`src/rtl/oled_spi_streamer_if.sv`:
```
// Pixel-store read port and OLED pin bundle for oled_spi_streamer.
// The streamer is the master; the pixel store and panel side form the slave.
interface oled_spi_streamer_if;
  logic [7:0] pixelData;
  logic [9:0] pixelAddress;
  logic       io_sclk;
  logic       io_sdin;
  logic       io_cs;
  logic       io_dc;
  logic       io_reset;
  logic       frame_done;

  modport master (
    input  pixelData,
    output pixelAddress, io_sclk, io_sdin, io_cs, io_dc, io_reset, frame_done
  );

  modport slave (
    output pixelData,
    input  pixelAddress, io_sclk, io_sdin, io_cs, io_dc, io_reset, frame_done
  );
endinterface

```
`src/rtl/oled_spi_streamer.sv`:
```
// SSD1306 power-up, 25-byte init sequence, then endless 1024-byte frame streaming over 4-wire SPI.
// Pin outputs decode from the state register so an asynchronous reset reaches the pins at once.
module oled_spi_streamer #(
  parameter int unsigned STARTUP_WAIT = 10_000_000
) (
  input logic                  clk,
  input logic                  rst,
  oled_spi_streamer_if.master  bus
);

  localparam logic [31:0] WaitLast = 32'(STARTUP_WAIT - 1);
  localparam logic [4:0]  NumCmds  = 5'd25;

  typedef enum logic [2:0] {
    PWR_WAIT,
    PWR_RST,
    PWR_SETTLE,
    LOAD_CMD,
    SEND,
    LOAD_DATA
  } state_e;

  state_e      state, stateNext;
  logic [31:0] waitCnt, waitCntNext;
  logic [4:0]  cmdIndex, cmdIndexNext;
  logic [3:0]  phase, phaseNext;
  logic [7:0]  shiftReg, shiftRegNext;
  logic        dcReg, dcRegNext;
  logic [9:0]  addrReg, addrRegNext;
  logic        lastByte, lastByteNext;
  logic        frameDone, frameDoneNext;

  function automatic logic [7:0] cmdRom(input logic [4:0] idx);
    logic [7:0] b;
    case (idx)
      5'd0:    b = 8'hAE;
      5'd1:    b = 8'hD5;
      5'd2:    b = 8'h80;
      5'd3:    b = 8'hA8;
      5'd4:    b = 8'h3F;
      5'd5:    b = 8'hD3;
      5'd6:    b = 8'h00;
      5'd7:    b = 8'h40;
      5'd8:    b = 8'h8D;
      5'd9:    b = 8'h14;
      5'd10:   b = 8'h20;
      5'd11:   b = 8'h00;
      5'd12:   b = 8'hA1;
      5'd13:   b = 8'hC8;
      5'd14:   b = 8'hDA;
      5'd15:   b = 8'h12;
      5'd16:   b = 8'h81;
      5'd17:   b = 8'h7F;
      5'd18:   b = 8'hD9;
      5'd19:   b = 8'hF1;
      5'd20:   b = 8'hDB;
      5'd21:   b = 8'h40;
      5'd22:   b = 8'hA4;
      5'd23:   b = 8'hA6;
      5'd24:   b = 8'hAF;
      default: b = 8'h00;
    endcase
    return b;
  endfunction

  always_ff @(posedge clk or posedge rst) begin
    if (rst) begin
      state     <= PWR_WAIT;
      waitCnt   <= '0;
      cmdIndex  <= '0;
      phase     <= '0;
      shiftReg  <= '0;
      dcReg     <= 1'b0;
      addrReg   <= '0;
      lastByte  <= 1'b0;
      frameDone <= 1'b0;
    end else begin
      state     <= stateNext;
      waitCnt   <= waitCntNext;
      cmdIndex  <= cmdIndexNext;
      phase     <= phaseNext;
      shiftReg  <= shiftRegNext;
      dcReg     <= dcRegNext;
      addrReg   <= addrRegNext;
      lastByte  <= lastByteNext;
      frameDone <= frameDoneNext;
    end
  end

  always_comb begin
    stateNext     = state;
    waitCntNext   = waitCnt;
    cmdIndexNext  = cmdIndex;
    phaseNext     = phase;
    shiftRegNext  = shiftReg;
    dcRegNext     = dcReg;
    addrRegNext   = addrReg;
    lastByteNext  = lastByte;
    frameDoneNext = 1'b0;

    unique case (state)
      PWR_WAIT, PWR_RST, PWR_SETTLE: begin
        if (waitCnt == WaitLast) begin
          waitCntNext = '0;
          unique case (state)
            PWR_WAIT: stateNext = PWR_RST;
            PWR_RST:  stateNext = PWR_SETTLE;
            default:  stateNext = LOAD_CMD;
          endcase
        end else begin
          waitCntNext = waitCnt + 32'd1;
        end
      end
      LOAD_CMD: begin
        shiftRegNext = cmdRom(cmdIndex);
        dcRegNext    = 1'b0;
        cmdIndexNext = cmdIndex + 5'd1;
        lastByteNext = 1'b0;
        phaseNext    = '0;
        stateNext    = SEND;
      end
      LOAD_DATA: begin
        shiftRegNext = bus.pixelData;
        dcRegNext    = 1'b1;
        // 10-bit counter wraps 1023 -> 0 on its own
        addrRegNext  = addrReg + 10'd1;
        lastByteNext = (addrReg == 10'd1023);
        phaseNext    = '0;
        stateNext    = SEND;
      end
      SEND: begin
        phaseNext = phase + 4'd1;
        // Shift after the high phase so the next bit appears while sclk is low
        if (phase[0]) begin
          shiftRegNext = {shiftReg[6:0], 1'b0};
        end
        if (phase == 4'd15) begin
          frameDoneNext = lastByte;
          stateNext     = (cmdIndex < NumCmds) ? LOAD_CMD : LOAD_DATA;
        end
      end
      default: stateNext = PWR_WAIT;
    endcase
  end

  assign bus.io_reset     = (state != PWR_RST);
  assign bus.io_cs        = (state != SEND);
  assign bus.io_sclk      = (state == SEND) && phase[0];
  assign bus.io_sdin      = (state == SEND) && shiftReg[7];
  assign bus.io_dc        = dcReg;
  assign bus.pixelAddress = addrReg;
  assign bus.frame_done   = frameDone;

endmodule

```
`src/flat_wrapper.sv`:
```
// flat-port wrapper written by rule: the top's interface ports become plain ports
module oled_spi_streamer_flat 
#(
  parameter int unsigned STARTUP_WAIT = 10_000_000
)
  (clk, rst, bus_pixelData, bus_pixelAddress, bus_io_sclk, bus_io_sdin, bus_io_cs, bus_io_dc, bus_io_reset, bus_frame_done);
  oled_spi_streamer_if bus_i ();
  input logic clk;
  input logic rst;
  input wire logic [$bits(bus_i.pixelData)-1:0] bus_pixelData;
  output wire logic [$bits(bus_i.pixelAddress)-1:0] bus_pixelAddress;
  output wire logic [$bits(bus_i.io_sclk)-1:0] bus_io_sclk;
  output wire logic [$bits(bus_i.io_sdin)-1:0] bus_io_sdin;
  output wire logic [$bits(bus_i.io_cs)-1:0] bus_io_cs;
  output wire logic [$bits(bus_i.io_dc)-1:0] bus_io_dc;
  output wire logic [$bits(bus_i.io_reset)-1:0] bus_io_reset;
  output wire logic [$bits(bus_i.frame_done)-1:0] bus_frame_done;
  assign bus_i.pixelData = bus_pixelData;
  assign bus_pixelAddress = bus_i.pixelAddress;
  assign bus_io_sclk = bus_i.io_sclk;
  assign bus_io_sdin = bus_i.io_sdin;
  assign bus_io_cs = bus_i.io_cs;
  assign bus_io_dc = bus_i.io_dc;
  assign bus_io_reset = bus_i.io_reset;
  assign bus_frame_done = bus_i.frame_done;
  oled_spi_streamer #(.STARTUP_WAIT(STARTUP_WAIT)) u_core (.clk(clk), .rst(rst), .bus(bus_i));
endmodule
```
`config.mk`:
```
export PLATFORM = sky130hd
export DESIGN_NAME = oled_spi_streamer_flat
export DESIGN_NICKNAME = d
export VERILOG_FILES = /design/src/rtl/oled_spi_streamer_if.sv /design/src/rtl/oled_spi_streamer.sv /design/src/flat_wrapper.sv
export SDC_FILE = /design/constraint.sdc
export NUM_CORES = 1
export LEC_CHECK = 0
export CAP_MARGIN = 15
export CORE_UTILIZATION = 53
export DETAILED_ROUTE_END_ITERATION = 7
export PLACE_DENSITY_LB_ADDON = 0.08
export SKIP_CTS_REPAIR_TIMING = 1
export SYNTH_ARGS = -nofsm -noshare
export SYNTH_HDL_FRONTEND = slang
export SYNTH_SLANG_ARGS = --single-unit
```
`constraint.sdc`:
```
create_clock -name clk -period 1.9 [get_ports clk]
set_input_delay 0.285 -clock clk [delete_from_list [all_inputs] [get_ports clk]]
set_output_delay 0.285 -clock clk [all_outputs]
set_load 0.1 [all_outputs]
```
* Word level (Yosys, flattened, before mapping)
Memories as Yosys holds them, arrays and structs flattened.
Cells that the tools add are included.
** Word-level totals
- Register bits after elaboration :: 65
- Input port bits :: 10
- Logic and storage cells :: 51
- Output and inout bits :: 16
- Bits in read-only memories :: 256
- Memories :: 1
** Memory list
- (no name shown) :: words 32, width 8, read ports 1, clocked after memory_dff 0, wr ports 0, line oled_spi_streamer.sv:35 : case (idx)
** Cells by class
- Eq/ne operators :: 13
- Mux-type cells :: 13
- Add/subtract/negate cells :: 4
- Reductions and logical operators :: 10
- $lt $le $gt $ge :: 1
** Operators by type and width (number)
- $add 32x1->32 const B :: 1
- $eq 32x24->1 const B :: 1
- $mux 32 :: 1
- $pmux 8 s3 :: 1
- $add 10x1->10 const B :: 1
- $eq 10x10->1 const B :: 1
- $mux 3 :: 3
- $pmux 3 s3 :: 1
- $mux 8 :: 1
- $pmux 4 s2 :: 1
- $eq 3x2->1 const B :: 2
- $eq 3x3->1 const B :: 2
- $ne 2x1->1 const B :: 3
- $add 5x1->5 const B :: 1
- $lt 5x5->1 const B :: 1
- $add 4x1->4 const B :: 1
- $eq 4x4->1 const B :: 1
- $pmux 1 s2 :: 2
- $pmux 2 s2 :: 1
- $reduce_and 2->1 :: 2
- $reduce_bool 2->1 :: 2
- $eq 3x1->1 const B :: 1
- $logic_not 3->1 :: 1
- $ne 3x1->1 const B :: 1
- 6 further kinds :: 8

* Longest topological paths before layout
- Word-level depth :: 4
- Depth in mapped cells :: 7
- Mapped depth without buffers :: 6

* Worst setup path before layout
OpenSTA, ideal clock, no wires.
- Kind :: reg2reg
- From :: reg u_core.state[0]
- To :: reg u_core.state[0]
- Path buffers :: 2
- Setup time :: 0.116 ns
- Setup slack :: -0.384 ns
- Required time :: 1.784 ns
- Cell stages (with the launch flop) :: 6
- Period minus slack after synthesis :: 2.284 ns
- Data arrival time :: 2.168 ns
- Path through :: dfrtp_1 buf_2 buf_1 nand3_1 o21bai_1 o311ai_0
** Between the ends
- Word-level cells in the longest chain between the ends :: 4
- Elaborated cells between the ends (all ways) :: 14
- Those cells by class :: 7 x eq/ne; 3 x mux; 4 x reduce/logical
** RTL lines
- start: declaration :: line oled_spi_streamer.sv:23 : state_e state, stateNext;
- start signal: assignment :: line oled_spi_streamer.sv:78 : state <= stateNext;
- $eq 3x1->1 (tied with other cells) :: line oled_spi_streamer.sv:101, oled_spi_streamer.sv:105
- $pmux 2 s2 / $reduce_or 3->1 (equally long branches) :: line oled_spi_streamer.sv:105, oled_spi_streamer.sv:101
- $mux 3 / $ne 2x1->1 (equally long branches)
- $pmux 3 s3 / $reduce_and 2->1 (equally long branches)
Parallel ways exist; a longest one is shown, timed or not. The select of a mux whose other input is x is not followed.
A chain may end at the register's enable or synchronous reset.

* Worst setup path in the final report
- From :: reg u_core.state[1]
- To :: out bus_io_sclk
** Between the ends
- Word-level cells in the longest chain between the ends :: 2
** RTL lines
- $eq 3x3->1 :: line oled_spi_streamer.sv:148 : assign bus.io_sclk = (state == SEND) && phase[0];
- $logic_and 1x1->1 :: line oled_spi_streamer.sv:148
- end: declaration :: line flat_wrapper.sv:12 : output wire logic [$bits(bus_i.io_sclk)-1:0] bus_io_sclk;
Every way passes these cells.

==> impl_metrics.json <==
{
  "status": "complete, but fails checks",
  "violations": "negative setup slack",
  "startpoint": "u_core.state[1]",
  "port_buffers": 25,
  "start_util": 0.546,
  "power_density_nw_per_um2": 590,
  "area_delta_synth_final_pct": 23.9,
  "antenna_found_initial": 0,
  "rsz0062_at_grt": "true",
  "layout.nets": 466,
  "fp.coreArea_um2": 6760,
  "r2r_end": "u_core.waitCnt[23]",
  "grt_max_degree": 66,
  "ios": 26,
  "layout-drive-gt1-share": 0.201,
  "synthFlopType": "dfrtp_1",
  "drt-pass1-iter-count": 4,
  "crit_fanout": 5,
  "antenna_left": 0,
  "clk_path_buf_depth": 2,
  "cts_buffers": 9,
  "r2r_cells": 4,
  "endpoint_kind": "output pin",
  "synth_cells": 392,
  "ys_async_sr_fraction": 1.00,
  "synth_edf_count": 0,
  "clock_skew_ns": 0.00994,
  "postLayoutSetupSlackWorst_ns": -0.0114,
  "placedInstanceArea_um2": 4260,
  "setup.worst_path.end": "bus_io_sclk",
  "tritoncts": "yes",
  "synth_area_leaders": "dfrtp_1 (44%), xnor2_1 (5.7%), o21ai_0 (3.8%)",
  "hold_class": "input port to asynchronous set/reset pin",
  "grt_pass1_vias": 2990,
  "root_buffer": "clkbuf_8",
  "fp.dieW_um": 85.5,
  "arrival_ns": 1.63,
  "yosysWarningCount": 0,
  "routed_wl_um": 8450,
  "synth_area_um2": 3690,
  "slew_headroom": 0.612,
  "synth-seq-cells": 65,
  "synth_largest_area_cell": "dfrtp_1",
  "synth_cell_type_count": 59,
  "timing.final.crit_share": 1.01,
  "h-tree-depth": 3,
  "report.final.hold_viol_count": 0,
  "gp_congestion": 0.827,
  "post_drt_via_cell_ratio": 5.82,
  "fmax_mhz": 523,
  "grt.total_usage": 0.243,
  "clkTransAtPathRegs_ns": 0.08,
  "hold_slack_ns": 0.360,
  "p_leak_nw": 2.00,
  "num_antenna_cells": 0,
  "fillers": 559,
  "regToRegStartpoint": "u_core.waitCnt[11]",
  "rows": 30,
  "die_h_um": 85.5,
  "synth_area_per_cell_um2": 9.42,
  "clkSinkCount": 65,
  "grt_pass1_wl_um": 13900,
  "layout_min_cycle_time_ns": 1.91,
  "start_kind": "register",
  "design_area_um2": 4570,
  "synth_nets": 411,
  "wl_per_cell_um": 15.9,
  "grt_overflow": 0,
  "vias": 3098,
  "finalSetupViolCount": 2,
  "rrSetupSlack_ns": 0.04,
  "clock_latency_ns": 0.35,
  "vdd_ir_drop_max_mv": 0.437,
  "fin_tns_setup_ns": -0.0185,
  "place_hpwl_um": 5840,
  "cap_violations": 0,
  "slew_viol_final": 0,
  "worst_slew_pin_slew_ns": 0.582,
  "synth_top_area_share": 0.441,
  "crit_type": "register to output pin",
  "required_ns": 1.62,
  "drt_iter0_markers": 115,
  "drc": 0,
  "yosysSeqAreaShare": 0.441,
  "dieArea_um2": 7300
}
-- critical path, cell delays in order (launching register included) --
cell      delay, ns
dfrtp_1        0.40
buf_6          0.14
nand2b_4       0.16
nor2_4         0.14
buf_6          0.13
and2_4         0.15
buf_12         0.17
-- report_power, final --
| group | internal (W) | switching [W] |
|---|---|---|
| clock | 0.000684 | 0.000581 |
| combinational | 0.0000210 | 0.0000302 |
| sequential | 0.00138 | 0 |
-- state kept, by name (all words and copies together) (netlist names) --
name                     flops
u_core.cmdIndex              5
u_core.bus.pixelAddress     10
u_core.shiftReg              8
u_core.waitCnt              32
u_core.bus.frame_done        1
u_core.phase                 4
u_core.state                 3
u_core.lastByte              1
u_core.bus.io_dc             1
-- worst min path at each step --
stage | startpoint | to | cells after the start
final | rst | u_core.waitCnt[25] | 3
after global routing | rst | u_core.waitCnt[31] | 3
after CTS | rst | u_core.waitCnt[25] | 3
after detailed placement | u_core.waitCnt[31] | u_core.waitCnt[31] | 1
after global placement | u_core.waitCnt[31] | u_core.waitCnt[31] | 1
after floorplan | rst | u_core.bus.frame_done | 1
-- kinds of logic (layout without fill, tap and decap cells) --
kind of cell	after synthesis	after routing	synth area share
and+or+nand+nor	158	158	0.234
AOI/OAI and AO/OA	79	79	0.139
buffers and inverters	36	96	0.0417
DFF	65	65	0.441
xor gates and xnor gates	35	35	0.0830
adders and majority gates	9	9	0.0305
muxes	10	10	0.0308
-- Yosys cell counts, types with 8 or more instances --
cell and count:
and3_1 8, nand2b_1 10, clkbuf_1 14, dfrtp_1 65, ha_1 9, a21oi_1 15
o21ai_0 28, nor3_1 14, nor2_1 17, xnor2_1 24, xor2_1 11, nand4_1 17
nand2_1 35, mux2i_1 8, inv_1 16, nand3_1 19
-- per-stage QoR --
step                instances  power (W)  setup slack (ns)   util
floorplan                 392    0.00143           -0.0148      -
global placement          512    0.00146            0.0437  0.631
detailed placement        512    0.00146            0.0182  0.631
CTS                       528    0.00272            -0.151  0.663
global route              532    0.00277           -0.0598  0.677
finish                    532    0.00270           -0.0114  0.677
-- per-layer routing --
layer / GRT usage / share of wire / up-vias
li1: - / - / 1526
met5: 0 / 0 / -
met4: 0.123 / 0.026 / 0
met3: 0.0389 / 0.026 / 20
met2: 0.417 / 0.49 / 48
met1: 0.298 / 0.46 / 1504
-- final cells by class --
type,count,area [µm²],area share
clock inverter,5,62.6,0.0137
multi-input combinational,291,1970,0.432
timing repair buffer,64,589,0.129
sequential,65,1630,0.356
tap,80,100,0.0219
clock buffer,11,151,0.0331
inverter,16,67.6,0.0148
-- cells in the final DEF (no fill, tap or decap), types with 5 or more instances in the layout --
cell	n
buf_4	46
nand2_1	35
nand4_1	17
o21ai_0	28
mux2i_1	8
xnor2_1	24
clkdlybuf4s50_1	9
dfrtp_1	64
inv_1	14
ha_1	9
buf_12	6
nor2_1	16
clkbuf_8	11
and4_1	6
xor2_1	11
nand3_1	18
nand2b_1	9
a21oi_1	14
and3_1	8
nor4_1	5
nor2b_1	5
a31oi_1	5
nor3_1	12
Note: power is estimated with default switching activity, not from simulation.
